$ cat config.mk
export PLATFORM = sky130hd
export DESIGN_NAME = sprite_animator_flat
export DESIGN_NICKNAME = d
export VERILOG_FILES = /design/src/rtl/sprite_pkg.sv /design/src/rtl/sprite_animator_if.sv /design/src/rtl/sprite_animator_walk_fsm.sv /design/src/rtl/sprite_animator.sv /design/src/flat_wrapper.sv
export SDC_FILE = /design/constraint.sdc
export NUM_CORES = 1
export LEC_CHECK = 0
export ABC_CLOCK_PERIOD_IN_PS = 4900
export CAP_MARGIN = 20
export CORE_MARGIN = 4
export CORE_UTILIZATION = 55
export CTS_CLUSTER_DIAMETER = 200
export DETAILED_ROUTE_END_ITERATION = 8
export MAX_ROUTING_LAYER = met4
export PLACE_DENSITY = 0.81
export SLEW_MARGIN = 20
export SYNTH_ARGS = -nofsm -noshare
export SYNTH_HDL_FRONTEND = slang
export SYNTH_HIERARCHICAL = 1
export SYNTH_SLANG_ARGS = --single-unit
$ cat constraint.sdc
create_clock -name Clk -period 4.9 [get_ports Clk]
set_clock_uncertainty 0.2 [all_clocks]
set_input_delay 0.98 -clock Clk [delete_from_list [all_inputs] [get_ports Clk]]
set_output_delay 0.98 -clock Clk [all_outputs]
set_load 0.05 [all_outputs]
$ cat src/rtl/sprite_pkg.sv
// sprite_pkg: walk direction/phase types, ROM geometry and the shared
// 23-entry RGB888 palette used by all sprite blocks.
package sprite_pkg;

  typedef enum logic [1:0] {
    DIR_UP,
    DIR_RIGHT,
    DIR_DOWN,
    DIR_LEFT
  } dir_t;

  typedef enum logic [1:0] {
    PH_REST1,
    PH_M1,
    PH_REST2,
    PH_M2
  } phase_t;

  localparam int PAL_W  = 5;
  localparam int ROM_AW = 13;
  localparam int PAL_N  = 23;

  localparam logic [23:0] PALETTE [PAL_N] = '{
    24'h000000, 24'hF83800, 24'hF0D0B0, 24'h503000,
    24'hFFE0A8, 24'h0078F8, 24'h0058F8, 24'hFCFCFC,
    24'hBCBCBC, 24'hA40000, 24'hD82800, 24'hFC7460,
    24'hFCBCB0, 24'hF0BC3C, 24'hAEACAE, 24'h363301,
    24'h6C6C01, 24'hBBBD00, 24'h88D500, 24'h398802,
    24'h65B0FF, 24'h155ED8, 24'h24188A
  };

  // Codes past the table render black.
  function automatic logic [23:0] pal_lookup(
    input logic [PAL_W-1:0] idx
  );
    logic [23:0] c;
    c = 24'h000000;
    if (int'(idx) < PAL_N) c = PALETTE[idx];
    return c;
  endfunction

endpackage

$ cat src/rtl/sprite_animator_if.sv
// sprite_animator_if: walk controls, pixel coordinates, sprite ROM
// port and colour outputs; slave is the animator, master the driver.
interface sprite_animator_if;
  import sprite_pkg::*;

  logic              VS;
  logic              Character_Moving;
  logic [1:0]        Direction;
  logic [9:0]        DrawX;
  logic [9:0]        DrawY;
  logic [ROM_AW-1:0] Rom_Addr;
  logic [PAL_W-1:0]  Rom_Data;
  logic [3:0]        Anim_Frame;
  logic [7:0]        Red;
  logic [7:0]        Green;
  logic [7:0]        Blue;

  modport master (
    output VS, Character_Moving, Direction,
    output DrawX, DrawY, Rom_Data,
    input  Rom_Addr, Anim_Frame,
    input  Red, Green, Blue
  );

  modport slave (
    input  VS, Character_Moving, Direction,
    input  DrawX, DrawY, Rom_Data,
    output Rom_Addr, Anim_Frame,
    output Red, Green, Blue
  );

endinterface

$ cat src/rtl/sprite_animator_walk_fsm.sv
// walk_fsm: direction/phase state plus the VS step divider; only
// moves on vs_tick.
module walk_fsm
  import sprite_pkg::*;
#(
  parameter int STEP_DIV = 8
) (
  input  logic       Clk,
  input  logic       Reset,
  input  logic       vs_tick,
  input  logic       Character_Moving,
  input  logic [1:0] Direction,
  output dir_t       dir,
  output phase_t     phase
);

  localparam int CW = (STEP_DIV > 1) ? $clog2(STEP_DIV) : 1;
  localparam logic [CW-1:0] LAST = CW'(STEP_DIV - 1);

  dir_t          dir_n;
  phase_t        phase_n;
  logic [CW-1:0] cnt, cnt_n;

  always_ff @(posedge Clk or posedge Reset) begin
    if (Reset) begin
      dir   <= DIR_UP;
      phase <= PH_REST1;
      cnt   <= '0;
    end else begin
      dir   <= dir_n;
      phase <= phase_n;
      cnt   <= cnt_n;
    end
  end

  always_comb begin
    dir_n   = dir;
    phase_n = phase;
    cnt_n   = cnt;
    if (vs_tick) begin
      if (!Character_Moving) begin
        phase_n = PH_REST1;
        cnt_n   = '0;
      end else if (Direction != dir) begin
        dir_n   = dir_t'(Direction);
        phase_n = PH_REST1;
        cnt_n   = '0;
      end else if (cnt == LAST) begin
        cnt_n   = '0;
        phase_n = phase_t'(phase + 2'd1);
      end else begin
        cnt_n   = cnt + CW'(1);
      end
    end
  end

endmodule

$ cat src/rtl/sprite_animator.sv
// sprite_animator: walk-cycle sprite renderer, 3-cycle pixel pipeline.
// Define SPRITE_MIRROR_EN to draw right-facing frames as flipped left.
module sprite_animator
  import sprite_pkg::*;
#(
  parameter int SPRITE_X        = 292,
  parameter int SPRITE_Y        = 350,
  parameter int SPRITE_W        = 17,
  parameter int SPRITE_H        = 24,
  parameter int STEP_DIV        = 8,
  parameter int TRANSPARENT_IDX = 0
) (
  input logic Clk,
  input logic Reset,
  sprite_animator_if.slave io
);

  dir_t   dir;
  phase_t phase;
  logic   vs_prev;
  logic   vs_tick;

  always_ff @(posedge Clk or posedge Reset) begin
    if (Reset) vs_prev <= 1'b0;
    else       vs_prev <= io.VS;
  end

  assign vs_tick = io.VS & ~vs_prev;

  walk_fsm #(
    .STEP_DIV (STEP_DIV)
  ) u_walk (
    .Clk              (Clk),
    .Reset            (Reset),
    .vs_tick          (vs_tick),
    .Character_Moving (io.Character_Moving),
    .Direction        (io.Direction),
    .dir              (dir),
    .phase            (phase)
  );

  assign io.Anim_Frame = {dir, phase};

  int                px, py, col;
  logic              hit;
  logic [3:0]        rom_frame;
  logic [ROM_AW-1:0] addr_d;
  logic [7:0]        bg_d;

  always_comb begin
    px  = int'(io.DrawX);
    py  = int'(io.DrawY);
    hit = (px >= SPRITE_X) && (px < SPRITE_X + SPRITE_W) &&
          (py >= SPRITE_Y) && (py < SPRITE_Y + SPRITE_H);
    rom_frame = {dir, phase};
    col       = px - SPRITE_X;
`ifdef SPRITE_MIRROR_EN
    if (dir == DIR_RIGHT) begin
      rom_frame = {DIR_LEFT, phase};
      col       = SPRITE_W - 1 - col;
    end
`endif
    addr_d = '0;
    if (hit)
      addr_d = ROM_AW'(int'(rom_frame) * SPRITE_W * SPRITE_H +
                       (py - SPRITE_Y) * SPRITE_W + col);
    bg_d = 8'h7F - {1'b0, io.DrawX[9:3]};
  end

  logic       hit1, hit2;
  logic [7:0] bg1, bg2;

  // Stage 2 lines hit/background up with the ROM read latency.
  always_ff @(posedge Clk or posedge Reset) begin
    if (Reset) begin
      io.Rom_Addr <= '0;
      hit1        <= 1'b0;
      bg1         <= '0;
      hit2        <= 1'b0;
      bg2         <= '0;
      io.Red      <= '0;
      io.Green    <= '0;
      io.Blue     <= '0;
    end else begin
      io.Rom_Addr <= addr_d;
      hit1        <= hit;
      bg1         <= bg_d;
      hit2        <= hit1;
      bg2         <= bg1;
      if (hit2 && io.Rom_Data != PAL_W'(TRANSPARENT_IDX))
        {io.Red, io.Green, io.Blue} <= pal_lookup(io.Rom_Data);
      else
        {io.Red, io.Green, io.Blue} <= {16'h0000, bg2};
    end
  end

endmodule

$ cat src/flat_wrapper.sv
// flat-port wrapper written by rule: the top's interface ports become plain ports
module sprite_animator_flat import sprite_pkg::*;
#(
  parameter int SPRITE_X        = 292,
  parameter int SPRITE_Y        = 350,
  parameter int SPRITE_W        = 17,
  parameter int SPRITE_H        = 24,
  parameter int STEP_DIV        = 8,
  parameter int TRANSPARENT_IDX = 0
)
  (Clk, Reset, io_VS, io_Character_Moving, io_Direction, io_DrawX, io_DrawY, io_Rom_Data, io_Rom_Addr, io_Anim_Frame, io_Red, io_Green, io_Blue);
  sprite_animator_if io_i ();
  input logic Clk;
  input logic Reset;
  input wire logic [$bits(io_i.VS)-1:0] io_VS;
  input wire logic [$bits(io_i.Character_Moving)-1:0] io_Character_Moving;
  input wire logic [$bits(io_i.Direction)-1:0] io_Direction;
  input wire logic [$bits(io_i.DrawX)-1:0] io_DrawX;
  input wire logic [$bits(io_i.DrawY)-1:0] io_DrawY;
  input wire logic [$bits(io_i.Rom_Data)-1:0] io_Rom_Data;
  output wire logic [$bits(io_i.Rom_Addr)-1:0] io_Rom_Addr;
  output wire logic [$bits(io_i.Anim_Frame)-1:0] io_Anim_Frame;
  output wire logic [$bits(io_i.Red)-1:0] io_Red;
  output wire logic [$bits(io_i.Green)-1:0] io_Green;
  output wire logic [$bits(io_i.Blue)-1:0] io_Blue;
  assign io_i.VS = io_VS;
  assign io_i.Character_Moving = io_Character_Moving;
  assign io_i.Direction = io_Direction;
  assign io_i.DrawX = io_DrawX;
  assign io_i.DrawY = io_DrawY;
  assign io_i.Rom_Data = io_Rom_Data;
  assign io_Rom_Addr = io_i.Rom_Addr;
  assign io_Anim_Frame = io_i.Anim_Frame;
  assign io_Red = io_i.Red;
  assign io_Green = io_i.Green;
  assign io_Blue = io_i.Blue;
  sprite_animator #(.SPRITE_X(SPRITE_X), .SPRITE_Y(SPRITE_Y), .SPRITE_W(SPRITE_W), .SPRITE_H(SPRITE_H), .STEP_DIV(STEP_DIV), .TRANSPARENT_IDX(TRANSPARENT_IDX)) u_core (.Clk(Clk), .Reset(Reset), .io(io_i));
endmodule
* Yosys cells after proc, flatten, opt, wreduce, memory -nomap -nowiden *
Memory sizes are Yosys's and may differ from the RTL's.
Cells that the tools add are included.

word-level totals
  flip-flop bits (word level) = 63
  latch bits = 0
  RAM bits = 0
  ROM bits = 768
  input port bits = 31
  output and inout bits = 41
  word-level logic and storage cells = 55
  memories kept = 1

memories
  name              words  width  read ports  clocked after Yosys merged registers in  wr ports  line              text
  (name not given)  32     24     1           0                                        0         sprite_pkg.sv:38  if (int'(idx) < PAL_N) c = PALETTE[idx];

cells by class
  add/sub/neg operators = 7
  multipliers = 3
  div/mod/pow operators = 0
  magnitude comparators = 6
  equal/unequal tests = 3
  shift operators = 0
  multiplexer cells = 13
  bitwise gates (word level) = 3
  reduce and logical (&&, ||, !) cells = 7

operators with widths
  kind                   number
  $mux 24                3
  $mul 32x3->10 const B  1
  $mul 32x6->13 const B  1
  $add 13x13->13         2
  $mux 8                 3
  $sub 10x9->11 const B  2
  $ge 10x9->1 const B    2
  $lt 10x9->1 const B    2
  $mux 13                1
  $mul 4x5->9 const B    1
  $mux 3                 3
  $sub 7x7->8 const A    1
  $ge 6x6->1 const B     1
  $mux 2                 3
  $not 5->6              1
  $lt 5x5->1 const B     1
  $reduce_bool 5->1      1
  $logic_and 1x1->1      4
  $add 3x1->3 const B    1
  $eq 3x3->1 const B     1
  $ne 3x1->1 const B     1
  $reduce_and 3->1       1
  $add 2x1->2 const B    1
  $ne 2x2->1             1
  other kinds (3)        3

* Depth between registers and ports, before layout *
Gate-level depths: netlist of the first run.

  word-level depth = 6
  gate-level depth with buffers = 19
  gate-level depth less buffers = 19

* By module *
The synthesis of the first run kept the hierarchy.

modules (own cells, without submodules)
  module           times used  cells an instance  area an instance (µm²)  seq. area each (µm²)
  sprite_animator  1           454                4201.5                  1351.3
  walk_fsm         1           31                 367.9                   175.2

* Worst setup path after synthesis of the first run *
OpenSTA, ideal clock, no wires.

  path type = input -> register
  start = in io_DrawY[1]
  end = reg u_core.io.Rom_Addr[11]
  setup time = 125 ps
  data arrival time = 4415 ps
  data required time = 4575 ps
  slack = 159 ps
  cell stages on the path = 16
  path buffers = 0
  path through = ha_1 and3_1 o21ai_0 inv_1 o21ai_0 xnor2_1 ha_1 fa_1 inv_1 fa_1 inv_1 ha_1 and3_1 o21ai_0 nand2_1 a2111oi_0

on the way
  longest elaborated chain between the ends = 5
  elaborated cells between the ends (all ways) = 9
  classes of those cells = add/sub: 3; mul: 1; order compare: 2; mux: 1; reduce/logical: 2

ends and longest elaborated chain
  element                      line                      text
  start: declaration           flat_wrapper.sv:19        input wire logic [$bits(io_i.DrawY)-1:0] io_DrawY;
  $sub 10x9->11                sprite_animator.sv:66     (py - SPRITE_Y) * SPRITE_W + col);
  $mul 32x6->13                sprite_animator.sv:66
  $add 13x13->13               sprite_animator.sv:65     addr_d = ROM_AW'(int'(rom_frame) * SPRITE_W * SPRITE_H +
  $add 13x13->13               sprite_animator.sv:66
  $mux 13 (*)                  sprite_animator.sv:64     if (hit)
  named net u_core.addr_d[11]  sprite_animator.sv:47     logic [ROM_AW-1:0] addr_d;
  end signal: assignment       sprite_animator.sv:85     io.Rom_Addr <= addr_d;
  end: declaration             sprite_animator_if.sv:28  output Rom_Addr, Anim_Frame,

The timed path passes the listed nets; every way through them passes the cells marked *.
A chain may end at the register's enable or synchronous reset.

* Worst setup path after layout of the first run *
  start = in io_DrawX[2]
  end = reg u_core.io.Rom_Addr[12]

on the way
  longest elaborated chain between the ends = 5
  elaborated cells between the ends (all ways) = 8
  classes of those cells = add/sub: 2; order compare: 2; mux: 1; reduce/logical: 3

ends and longest elaborated chain
  element                                                                 line                   text
  start: declaration                                                      flat_wrapper.sv:18     input wire logic [$bits(io_i.DrawX)-1:0] io_DrawX;
  parallel branches: the longest is 4 deep, another holds $add 13x13->13  -
  $mux 13 (*)                                                             sprite_animator.sv:64
  named net u_core.addr_d[12]                                             sprite_animator.sv:47

Mark *: on every way through the listed nets, which the timed path passes.

==> results of run 1 <==
metrics by stage:
step                setup slack (ns)  TNS [ns]
floorplan                      0.159         0
global placement              -0.358     -1.27
detailed placement            -0.558     -2.17
CTS                           0.0261         0
global route                 -0.0943    -0.200
finish                        0.0946         0
routing by layer:
| layer | vias to the layer above | routed length [um] | GRT usage |
|---|---|---|---|
| met5 | - | 0 | - |
| met4 | 0 | 237 | 0.0966 |
| met3 | 22 | 601 | 0.0288 |
| met2 | 148 | 5800 | 0.385 |
| met1 | 1944 | 4740 | 0.291 |
| li1 | 1868 | - | - |
logic make-up after synthesis:
family	Yosys count
AND/OR/NAND/NOR	119
AO/OA/AOI/OAI	112
buffers and inverters	80
adder cells (fa/ha/maj)	72
flip-flops	61
XOR/XNOR	32
multiplexers	9
cell usage after synthesis, drive strengths merged (5+ instances only):
cell	number	area share
a21o	10	0.016
a31oi	5	0.0068
ha	55	0.15
dfrtp	61	0.33
xor2	7	0.013
nand2	25	0.021
inv	60	0.049
mux2i	6	0.013
clkbuf	17	0.014
and2	5	0.0068
nor2	53	0.044
o21ai	17	0.019
nor3	10	0.011
a21oi	31	0.036
o31ai	6	0.0099
xnor2	24	0.046
fa	17	0.074
nand2b	6	0.0099
nor2b	6	0.0082
timing repair:
item | 4_1_cts | 5_1_grt
endpoints found under the hold margin | 0 | 0
endpoints found under the setup margin | 3 | 4
buffers inserted | 0 | 1
pin swaps | 0 | 7
hold buffers | 0 | 0
resized for setup | 3 | 30
sequential cells by signal (all words and copies together) (netlist names):
| register | count |
|---|---|
| u_core/bg2 | 7 |
| u_core/io.Rom_Addr | 13 |
| u_core/io.Blue | 8 |
| u_core/hit2 | 1 |
| u_core/u_walk/dir | 2 |
| u_core/u_walk/cnt | 3 |
| u_core/hit1 | 1 |
| u_core/bg1 | 7 |
| u_core/io.Green | 8 |
| u_core/io.Red | 8 |
| u_core/vs_prev | 1 |
| u_core/u_walk/phase | 2 |
worst max-delay path: cells and delay by family:
family / cells / cell delay, ns
compound gates: 4 / 0.75
xor+xnor: 1 / 0.16
fa+ha+maj: 5 / 1.77
buf+inv: 5 / 0.86
simple gates: 3 / 0.25
cells in the final DEF, fill, tap and decap left out, types with 3 or more instances in the layout:
cell type,netlist,layout
a211oi_1,4,4
a21o_1,10,10
a21oi_1,30,28
a311oi_1,4,4
a31oi_1,5,5
a32oi_1,4,4
and2_1,5,5
buf_4,0,41
clkbuf_8,0,9
clkdlybuf4s50_1,0,70
clkinv_2,0,4
dfrtp_1,61,61
fa_1,17,17
ha_1,55,50
ha_4,0,4
inv_1,60,58
mux2i_1,6,6
nand2_1,25,25
nand2b_1,5,4
nand3_1,4,4
nor2_1,53,51
nor2b_1,6,5
nor3_1,10,9
o21a_1,4,4
o21ai_0,17,11
o21ai_1,0,3
o31ai_1,6,6
xnor2_1,24,23
xor2_1,7,7
worst paths after layout:
kind | start | endpoint | slack, ns | depth (start not counted)
max | io_DrawX[2] | u_core/io.Rom_Addr[12]$_DFF_PP0_ | 0.09 | 18
min | u_core/hit1$_DFF_PP0_ | u_core/hit2$_DFF_PP0_ | 0.15 | 0
max reg2reg | u_core/u_walk/dir[0]$_DFFE_PP0P_ | u_core/io.Rom_Addr[12]$_DFF_PP0_ | 0.34 | 19
min reg2reg | u_core/hit1$_DFF_PP0_ | u_core/hit2$_DFF_PP0_ | 0.15 | 0
max in group asynchronous | Reset | u_core/bg1[1]$_DFF_PP0_ | 3.00 | 2
min in group asynchronous | Reset | u_core/u_walk/phase[1]$_DFFE_PP0P_ | 0.73 | 2
cell type report:
class                      count  area (um^2)
multi-input combinational    344         2890
fill                         522         1890
sequential                    61         1530
timing repair buffer         112         1020
inverter                      60          226
clock buffer                  11          131
tap                          102          128
clock inverter                 5         75.1
report_power, final:
group	internal (mW)	switching, mW	total (mW)
Clock	0.284	0.197	0.481
Combinational	0.686	0.729	1.42
Sequential	0.517	0.0130	0.530
Total	1.49	0.940	2.43
==> flow_metrics.tcl, run 1 <==
set metrics [dict create \
    cp_cell_sequence "clkdlybuf4s50_1, inv_1, ha_4, nand2b_4, a211o_4, a21oi_4, ha_1, fa_1, inv_1, fa_1, inv_1, ha_1, buf_4, o21a_1, nor2_1, a21oi_2, xnor2_1, nor2_1" \
    wl_um 11400 \
    clockBufferDepth 2 \
    fin_nets 691 \
    yosys_warnings 6 \
    utilization 0.760 \
    final_area_um2 6000 \
    required_ns 4.88 \
    rows 32 \
    drc 0 \
    synth.mux.area_fraction 0.0205 \
    holdWs_ns 0.148 \
    diodes 0 \
    drt_iter0_drc 279 \
    synthDistinctLibCells 52 \
    cts.sinks 61 \
    p_total_mw 2.43 \
    ant_nets 0 \
    period_needed_ns 4.81 \
    clkTransAtPathRegs_ns 0.07 \
    worst_pin_slew_ns 1.08 \
    first_pass_iters 5 \
    hp-class "reg2reg" \
    p_leak_nw 2.88 \
    stdcell_count 695 \
    grt_pass1_wl_um 17900 \
    gp_congestion 0.957 \
    cp-end-kind "flop" \
    peakVddDrop_uv 430 \
    num_vias 3982 \
    port-buffer-count 71 \
    vias_per_cell 5.73 \
    initial_utilization 0.579 \
    grt_max_degree 55 \
    cts_tree "done" \
    power_density_nw_per_um2 405 \
    syn_nets 588 \
    synth-compound-area-share 0.171 \
    cts_root_buf "clkbuf_8" \
    synth_adder_area_share 0.225 \
    async_flop_share 1.00 \
    synth-main-ff-cell "dfrtp_1" \
    setup_viol 0 \
    crit_fanout 4 \
    clk_latency_ns 0.33 \
    cts_made_buffers 9 \
    synth_xor_area_frac 0.0643 \
    hold_viol 0 \
    wire_per_inst_um 16.4 \
    drv_cap 0 \
    relSlewSlack 0.279 \
    grtUsageTotal 0.233 \
    final-max-slew-violation-count 0 \
    gr-total-overflow 0 \
    path_common_cell "inv_1" \
    h-tree-depth 3 \
    grt_pass1_vias 3926 \
    crit_path_start_kind "primary input" \
    postPlaceCellArea_um2 5630 \
    ys_seq_area_frac 0.334 \
    cp_data_arrival_time_ns 4.78 \
    ios 72 \
    ys_ff_latch 61 \
    cpPeakStageDelay_ns 0.53 \
    fp.dieH_um 99.2 \
    cp_slowest_cell "fa_1" \
    hpwl_um 8230 \
    synth_top_family_by_area "adder cells" \
    antenna_found_initial 0 \
    drive_above_1_share 0.140 \
    finalCritPeriodShare 0.981 \
    syn_area_um2 4570 \
    critical_path_class "in2reg" \
    core-area_um2 7890 \
    syn2layout_area_growth_pct 31.3 \
    fp.dieW_um 99.2 \
    synthCells 485 \
    synth_edf_count 0 \
    dpl.cell_count 678 \
    avgSynthCellArea_um2 9.42 \
    dieArea_um2 9830 \
    synthSimpleGateAreaFrac 0.120 \
    outcome "complete, no violations" \
    max_freq_ghz 0.208 \
]
No activity file was read; power rests on OpenSTA's default activity.
==> run 2, diff against run 1 <==
RECOVER_POWER = 50   (was default)
==> run 2 against run 1 <==
Net effect: the run now ends with max-capacitance violations, max-slew violations left; global-route usage stayed put; hold slack about the same; design area about the same; largest cell class unchanged; combinational power about the same; wire length rose by 0.69%; setup slack barely moved; sequential power about the same; utilization barely moved; power rose by 0.12%; sequential share of layout area is essentially flat; critical path type unchanged; non-clock buffer count unchanged; critical path depth unchanged.
==> flow_metrics.tcl, run 2 (same netlist as run 1, synthesis figures left out) <==
set metrics [dict create \
    cp_num_cells 18 \
    core-area_um2 7890 \
    fp.dieW_um 99.2 \
    initial_utilization 0.579 \
    antenna_found_initial 0 \
    outcome "complete, but fails checks" \
    drc 0 \
    fin_nets 691 \
    largest_reg_flops 13 \
    cp.buffers_inverters 5 \
    met3_usage 0.0288 \
    path_common_cell "inv_1" \
    ant_nets 0 \
    rr_endpoint "u_core/io.Rom_Addr[12]$_DFF_PP0_" \
    critical_path_class "in2reg" \
    r2r_start "u_core/u_walk/dir[0]$_DFFE_PP0P_" \
    hold_viol 0 \
    clkTransAtPathRegs_ns 0.07 \
    dieArea_um2 9830 \
    violations "max-capacitance violations, max-slew violations" \
    worst_pin_slew_ns 2.32 \
    ff2ff_path_depth 19 \
    fill_cells 523 \
    fp.dieH_um 99.2 \
    ios 72 \
    critPathLaunch "io_DrawX[2]" \
    p_leak_nw 2.87 \
    hp-class "reg2reg" \
    num_vias 3984 \
    syn2layout_area_growth_pct 31.2 \
    crit_fanout 4 \
    grt_pass1_vias 3926 \
    rows 32 \
    cp-end-kind "flop" \
    drive_above_1_share 0.140 \
    cts.sinks 61 \
    final_common_cell "clkdlybuf4s50_1" \
    clockBufferDepth 2 \
    cp_cell_sequence "clkdlybuf4s50_1, inv_1, ha_4, nand2b_4, a211o_4, a21oi_4, ha_1, fa_1, inv_1, fa_1, inv_1, ha_1, buf_4, o21a_1, nor2_1, a21oi_2, xnor2_1, nor2_1" \
    power_density_nw_per_um2 405 \
    endpoint "u_core/io.Rom_Addr[12]$_DFF_PP0_" \
    mostFrequentLayoutCells "62 x clkdlybuf4s50_1, 61 x dfrtp_1, 58 x inv_1" \
    setup_tns_ns 0 \
    peakVddDrop_uv 433 \
    hpwl_um 8230 \
    cp_data_arrival_time_ns 4.78 \
    cpPeakStageDelay_ns 0.53 \
    cts_root_buf "clkbuf_8" \
    gr-total-overflow 0 \
    worst_slack_ns 0.0947 \
    largest_register "u_core/io.Rom_Addr" \
    top_usage_layer "met2" \
    wl_um 11500 \
    cts_tree "done" \
    setup_viol 0 \
    port-buffer-count 71 \
    hold_buffers 0 \
    diodes 0 \
    cp_slowest_cell "fa_1" \
    wire_per_inst_um 16.5 \
    holdWs_ns 0.148 \
    period_needed_ns 4.81 \
    detailedPlace.worstSlack_ns -0.558 \
    reg2reg_slack_ns 0.34 \
    cp_top_family "adder cells" \
    clk_latency_ns 0.34 \
    met2_usage 0.385 \
    relSlewSlack -0.554 \
    first_pass_iters 5 \
    cts_made_buffers 9 \
    grt_max_degree 55 \
    crit_path_start_kind "primary input" \
    h-tree-depth 3 \
    met1_usage 0.291 \
    finalCritPeriodShare 0.981 \
    max_freq_ghz 0.208 \
    p_total_mw 2.43 \
    drt_iter0_drc 291 \
    vias_per_cell 5.73 \
    required_ns 4.88 \
    grt_pass1_wl_um 17900 \
    grtUsageTotal 0.233 \
    drv_cap 1 \
    final-max-slew-violation-count 55 \
    gp_congestion 0.957 \
]
## run 2: cell types whose count changed in the layout (fill, tap and decap cells not counted)
cell,before,now
and2_1,5,4
dlygate4sd3_1,0,8
clkdlybuf4s50_1,70,62
and2_0,0,1
clkinv_2,4,3
clkinvlp_2,0,1
clkdlybuf4s25_1,0,1
dlymetal6s2s_1,1,0
## run 2: how the worst min path moves through the flow
stage                             from                 endpoint  slack, ns  cells after the start
2_1_floorplan  u_core/bg1[0]$_DFF_PP0_  u_core/bg2[0]$_DFF_PP0_       0.13                      0
3_3_place_gp   u_core/bg1[5]$_DFF_PP0_  u_core/bg2[5]$_DFF_PP0_       0.13                      0
3_5_place_dp   u_core/bg1[2]$_DFF_PP0_  u_core/bg2[2]$_DFF_PP0_       0.14                      0
5_1_grt        u_core/bg1[1]$_DFF_PP0_  u_core/bg2[1]$_DFF_PP0_       0.15                      0
4_1_cts        u_core/bg1[2]$_DFF_PP0_  u_core/bg2[2]$_DFF_PP0_       0.15                      0
6_report         u_core/hit1$_DFF_PP0_    u_core/hit2$_DFF_PP0_       0.15                      0
## run 2: cell type report
class	count	area [um^2]	share of cell area
Tap cell	102	128	0.0213
Clock buffer	11	131	0.0219
Timing Repair Buffer	112	1020	0.170
Multi-Input combinational cell	344	2890	0.482
Sequential cell	61	1530	0.255
Inverter	60	226	0.0378
Clock inverter	5	75.1	0.0125
## run 2: stage by stage
step,util,instance area (um^2),std cells
2_1_floorplan,-,4570,485
3_3_place_gp,0.714,5630,678
3_5_place_dp,0.714,5630,678
4_1_cts,0.741,5840,694
5_1_grt,0.760,6000,695
6_report,0.760,6000,695
## run 2: per-layer routing
| layer | routed length, um | part of all wire |
|---|---|---|
| met1 | 4820 | 0.42 |
| met2 | 5810 | 0.51 |
| met3 | 616 | 0.054 |
| met4 | 214 | 0.019 |
| met5 | 0 | 0 |
## run 2: worst register-to-register path, cell delays in order, from the launching register on
cell	delay [ns]
dfrtp_1	0.55
inv_1	0.09
ha_1	0.37
inv_1	0.11
a21o_1	0.22
a21o_1	0.19
a21oi_1	0.17
xnor2_1	0.16
ha_1	0.28
fa_1	0.48
inv_1	0.05
fa_1	0.53
inv_1	0.07
ha_4	0.29
o21ai_2	0.06
a31oi_1	0.16
nor2_1	0.10
a21oi_2	0.14
xnor2_1	0.13
nor2_1	0.06
## run 2: power by group
| part | switching (mW) | total, mW | internal, mW |
|---|---|---|---|
| Clock | 0.199 | 0.483 | 0.284 |
| Sequential | 0.0130 | 0.530 | 0.517 |
| Combinational | 0.732 | 1.42 | 0.685 |
| Total | 0.944 | 2.43 | 1.49 |
## run 2: timing repair
action | in CTS | in global routing
buffers inserted | 0 | 1
resized for setup | 3 | 30
hold endpoints to repair | 0 | 0
endpoints found under the setup margin | 3 | 4
cloned | 0 | 0
pin swaps | 0 | 7
==> RTL edit 1, RTL diff (flow settings as in run 2) <==
The option `SPRITE_MIRROR_EN` is turned on by a define.
--- a/src/rtl/sprite_animator.sv
+++ b/src/rtl/sprite_animator.sv
@@ -1,4 +1,6 @@
 // sprite_animator: walk-cycle sprite renderer, 3-cycle pixel pipeline.
 // Define SPRITE_MIRROR_EN to draw right-facing frames as flipped left.
+`define SPRITE_MIRROR_EN
+
 module sprite_animator
   import sprite_pkg::*;
Check against the original RTL: not equivalent (a bounded check fails within 4 cycles, from zero or initial values and one cycle with Reset high).
==> RTL edit 1 against run 2 <==
  * Synthesized area rose by 7.6%
  * Routed wire length rose by 8.2%
  * Core utilization is 1.8 points lower
  * Power increased by 7.2%
  * Sequential cell count unchanged
  * Final area increased by 7.9%
  * Highest routed layer unchanged
  * Setup slack got worse by 0.081 ns
==> RTL edit 1: results (changes against run 2) <==
* Placed Cells incl. Taps at 757 (+12%)
* Post-synthesis sequential area ratio at 0.311 (-0.0235)
* Nonclk inv count at 67 (+12%)
* Sw frac at 0.393 (+0.00478)
* Proportion of layout cells with a drive suffix above 1 at 0.189 (+0.0493)
* List of most frequent post-synthesis cells: sky130_fd_sc_hd__inv_1, sky130_fd_sc_hd__dfrtp_1, sky130_fd_sc_hd__ha_1
* Total detailed-routing wirelength at 12400 µm (+8.2%)
* First-pass GRT wire length at 20400 µm (+14%)
* Overall fraction of global-route tracks in use at 0.253 (+0.0200)
* Dpl hpwl at 9530 µm (+16%)
* Detail-routed via count per cell at 5.60 (-2.3%)
* Ranking of synthesized cells by area: sky130_fd_sc_hd__dfrtp_1, sky130_fd_sc_hd__ha_1, sky130_fd_sc_hd__fa_1
* Clock-cell share of area at 0.0306 (-0.00387)
* Worst setup path endpoint: u_core/io.Rom_Addr[12]
* Nets in the synthesized netlist at 645 (+9.7%)
* Data arrival, critical path at 4.95 ns (+0.17 ns)
* Count of flip-flops and latches at 61 (unchanged)
* Leakage power total at 3.10 nW (+8.1%)
* Launching element of the worst setup path: io_DrawX[3]
* DRC violation total after the first TritonRoute iteration at 218 (-25%)
* Weighted congestion reported at the end of routability-driven placement at 0.982 (+2.6%)
* Post-synthesis instance area at 0.00491 mm² (+7.6%)
* Number of fill cells at 615 (+18%)
* GRT met2 Usage at 0.441 (+0.0561)
* Total power draw at 0.00260 W (+7.2%)
* Hold Startpoint: u_core/bg1[6]
* Routed wire length on met2 at 6400 µm (+10%)
* Placement Setup Slack at -0.722 ns (-0.164 ns)
* Result of the run: finished clean
* Transition time at the pin with the least slew margin at 0.810 ns (-1.51 ns)
* GRT met1 Usage at 0.300 (+0.00992)
* Met3 track demand over resource in global routing at 0.0419 (+0.0132)
* Layout non-clock buf frac at 0.187 (+0.0170)
* Wire length per cell at 15.9 µm (-3.5%)
* Wl on met1 at 4990 µm (+3.5%)
* Area of combinational cells with multiple inputs at 0.00314 mm² (+8.8%)
* VDD IR max at 313 µV (-28%)
* Worst Hold End: u_core/bg2[6]
* Worst path max stage delay at 0.48 ns (-0.05 ns)
* Number of distinct standard cells referenced by the synthesized netlist at 61 (+17%)
* Comb_multi_in at 388 (+13%)
* Reg2reg path depth at 18 (-1)
* Non-clock buffers at 139 (+24%)
-- RTL edit 1: cell types whose count changed after synthesis, sizes merged, moves of 4 or more --
| cell | run 2 | this run |
|---|---|---|
| o21ai | 17 | 30 |
| a21oi | 31 | 39 |
| clkbuf | 17 | 24 |
| inv | 60 | 67 |
| xnor2 | 24 | 31 |
| a211oi | 4 | 10 |
| nand2 | 25 | 30 |
| a32oi | 4 | 0 |
| o21bai | 1 | 5 |
| o31ai | 6 | 2 |
-- RTL edit 1: cells by family (layout without fill, tap and decap cells) --
logic type | after synthesis | count (layout) | share of synthesized area
fa+ha+maj | 71 | 71 | 0.207
buf+inv | 94 | 222 | 0.0738
flops | 61 | 61 | 0.311
xor+xnor | 39 | 39 | 0.0754
simple gates | 135 | 135 | 0.134
mux | 8 | 8 | 0.0171
compound gates | 135 | 135 | 0.183
-- RTL edit 1: timing repair --
item | CTS | global route
pin swaps | 27 | 15
setup endpoints to repair | 6 | 5
cloned | 0 | 0
resized for setup | 34 | 12
buffers inserted | 3 | 3
==> RTL edit 2, RTL diff (settings of run 2) <==
Made on the original files. Make the reset (`Reset`) synchronous in 3 clocked blocks.
--- a/src/rtl/sprite_animator_walk_fsm.sv
+++ b/src/rtl/sprite_animator_walk_fsm.sv
@@ -22,5 +22,5 @@
   logic [CW-1:0] cnt, cnt_n;
 
-  always_ff @(posedge Clk or posedge Reset) begin
+  always_ff @(posedge Clk) begin
     if (Reset) begin
       dir   <= DIR_UP;
--- a/src/rtl/sprite_animator.sv
+++ b/src/rtl/sprite_animator.sv
@@ -21,5 +21,5 @@
   logic   vs_tick;
 
-  always_ff @(posedge Clk or posedge Reset) begin
+  always_ff @(posedge Clk) begin
     if (Reset) vs_prev <= 1'b0;
     else       vs_prev <= io.VS;
@@ -72,5 +72,5 @@
 
   // Stage 2 lines hit/background up with the ROM read latency.
-  always_ff @(posedge Clk or posedge Reset) begin
+  always_ff @(posedge Clk) begin
     if (Reset) begin
       io.Rom_Addr <= '0;
Check against the original RTL: differs if Reset is asserted again (counterexample within 4 cycles, from zero or initial values and one cycle with Reset high); with Reset held inactive, the same outputs for 10 cycles.
==> RTL edit 2 against run 2 <==
  * Power down 22%
  * Die area is 3.8% lower
  * Largest power group unchanged
  * Synthesized area shrank 4.1%
  * Largest cell class unchanged
  * Final area is 0.83% lower
  * Sequential cell count is the same
  * Setup slack improved by 0.050 ns
  * Highest routed layer unchanged
  * Routed wire length grew 2.4%
==> RTL edit 2: results (changes against run 2) <==
* Buffer cell driving the clock tree root: sky130_fd_sc_hd__clkbuf_8
* Largest net degree at the start of global routing at 31 (-44%)
* Weighted congestion reported at the end of routability-driven placement at 0.923 (-3.6%)
* Met3 track demand over resource in global routing at 0.0424 (+0.0136)
* GRT met2 Usage at 0.455 (+0.0706)
* Synth Area per Inst at 8.51 µm² (-9.7%)
* Dpl hpwl at 8850 µm (+7.5%)
* Cts bufs inserted at 9 (unchanged)
* Relative slew margins at 0.352 (+0.906)
* Worst path max stage delay at 0.55 ns (+0.02 ns)
* Resize count post-CTS at 18 (+15)
* Number of fill cells at 511 (-2.3%)
* GRT met1 Usage at 0.271 (-0.0199)
* Max FFs per register at 13 (unchanged)
* VDD IR max at 325 µV (-25%)
* Slowest cell on the critical path: sky130_fd_sc_hd__clkdlybuf4s50_1
* Top layer reached by signal wires: met4
* DRC violation total after the first TritonRoute iteration at 250 (-14%)
* Final layout net count at 739 (+6.9%)
* Routed length on met3 at 684 µm (+11%)
* Deepest clock path buffer count at 2 (unchanged)
* Post-synthesis sequential area ratio at 0.279 (-0.0554)
* Register clock-pin slew on the reported worst setup and hold paths at 0.08 ns
* Initial antenna violation count at 0 (unchanged)
* Placed Cells incl. Taps at 728 (+7.4%)
* Number of distinct standard cells referenced by the synthesized netlist at 62 (+19%)
* Nets in the synthesized netlist at 615 (+4.6%)
* Wire length per cell at 15.7 µm (-4.6%)
* Top reg by flops: u_core/io.Rom_Addr
* Detail-routed via count per cell at 5.52 (-3.8%)
* First-pass GRT wire length at 19100 µm (+6.3%)
* H-tree levels at 3 (unchanged)
* Largest delay contributor family on the critical path: adder cells
* Number of max-capacitance violations reported at 0 (-1)
* Routed wire length on met2 at 6200 µm (+6.7%)
* Worst-Skew Late Latency at 0.35 ns
* Number of warnings printed during yosys synthesis at 6 (unchanged)
* Proportion of layout cells with a drive suffix above 1 at 0.180 (+0.0402)
* Result of the run: finished clean
* Cell area reported after detailed placement at 0.00559 mm² (-0.76%)
* Async set or reset register ratio after synthesis at 0 (-1.00)
* List of most frequent post-synthesis cells: sky130_fd_sc_hd__dfxtp_1, sky130_fd_sc_hd__nor2_1, sky130_fd_sc_hd__ha_1
* Largest driver fanout on the critical path at 4 (unchanged)
* Overall fraction of global-route tracks in use at 0.251 (+0.0183)
* Placement Setup Slack at -0.580 ns (-0.0214 ns)
* Port-buffer cells at 71 (unchanged)
* Number of inserted diodes at 0 (unchanged)
* Wl on met1 at 4590 µm (-4.6%)
* Leakage power total at 2.76 nW (-3.5%)
* Ranking of synthesized cells by area: sky130_fd_sc_hd__dfxtp_1, sky130_fd_sc_hd__ha_1, sky130_fd_sc_hd__fa_1
* Data arrival, critical path at 4.85 ns (+0.07 ns)
* Router iterations before antenna repair at 5 (unchanged)
* DR vias at 4115 (+3.3%)
* Most used flip-flop cell after synthesis: sky130_fd_sc_hd__dfxtp_1
-- RTL edit 2: cell count changes after synthesis, moves of 8 or more --
cell                             run 2  this run
sky130_fd_sc_hd__o21ai_0            17        25
sky130_fd_sc_hd__nor2b_1             6        18
sky130_fd_sc_hd__a21oi_1            30        39
sky130_fd_sc_hd__a21o_1             10         1
sky130_fd_sc_hd__nand2_1            25        43
sky130_fd_sc_hd__dfrtp_1            61         0
sky130_fd_sc_hd__dfxtp_1             0        61
sky130_fd_sc_hd__inv_1              60        48
-- RTL edit 2: cells by family (layout without fill, tap and decap cells) --
logic type	count (synthesis)	count (layout)	synth area share
xor gates and xnor gates	33	33	0.0757
adders and majority gates	69	69	0.226
and+or+nand+nor	160	160	0.177
buffers and inverters	72	201	0.0637
muxes	4	4	0.00914
AOI/OAI and AO/OA	116	116	0.170
DFF	61	61	0.279
-- RTL edit 2: where the power goes --
group	total [W]	switching [W]	leakage, nW	internal [W]
sequential	0.000507	0.00000357	0.496	0.000504
combinational	0.000866	0.000431	2.16	0.000434
clock	0.000513	0.000214	0.112	0.000299
total	0.00189	0.000649	2.76	0.00124
-- RTL edit 2: worst paths after layout --
kind	endpoint	slack, ns	startpoint	cells past startpoint
setup / recovery	u_core/io.Rom_Addr[12]	0.14	io_DrawX[6]	15
hold / removal	u_core/io.Blue[6]	0.23	u_core/bg2[6]	2
setup reg to reg	u_core/io.Rom_Addr[12]	0.25	u_core/u_walk/phase[1]	16
hold reg to reg	u_core/io.Blue[6]	0.23	u_core/bg2[6]	2
-- RTL edit 2: cell type report --
cell class              count  area, µm²  area share
repair buffers            134       1190       0.200
clock buffers              10        138      0.0231
multi-input cells         382       2990       0.503
flip-flops and latches     61       1220       0.206
well taps                 102        128      0.0215
clock inverters             6       86.3      0.0145
inverters                  51        191      0.0322
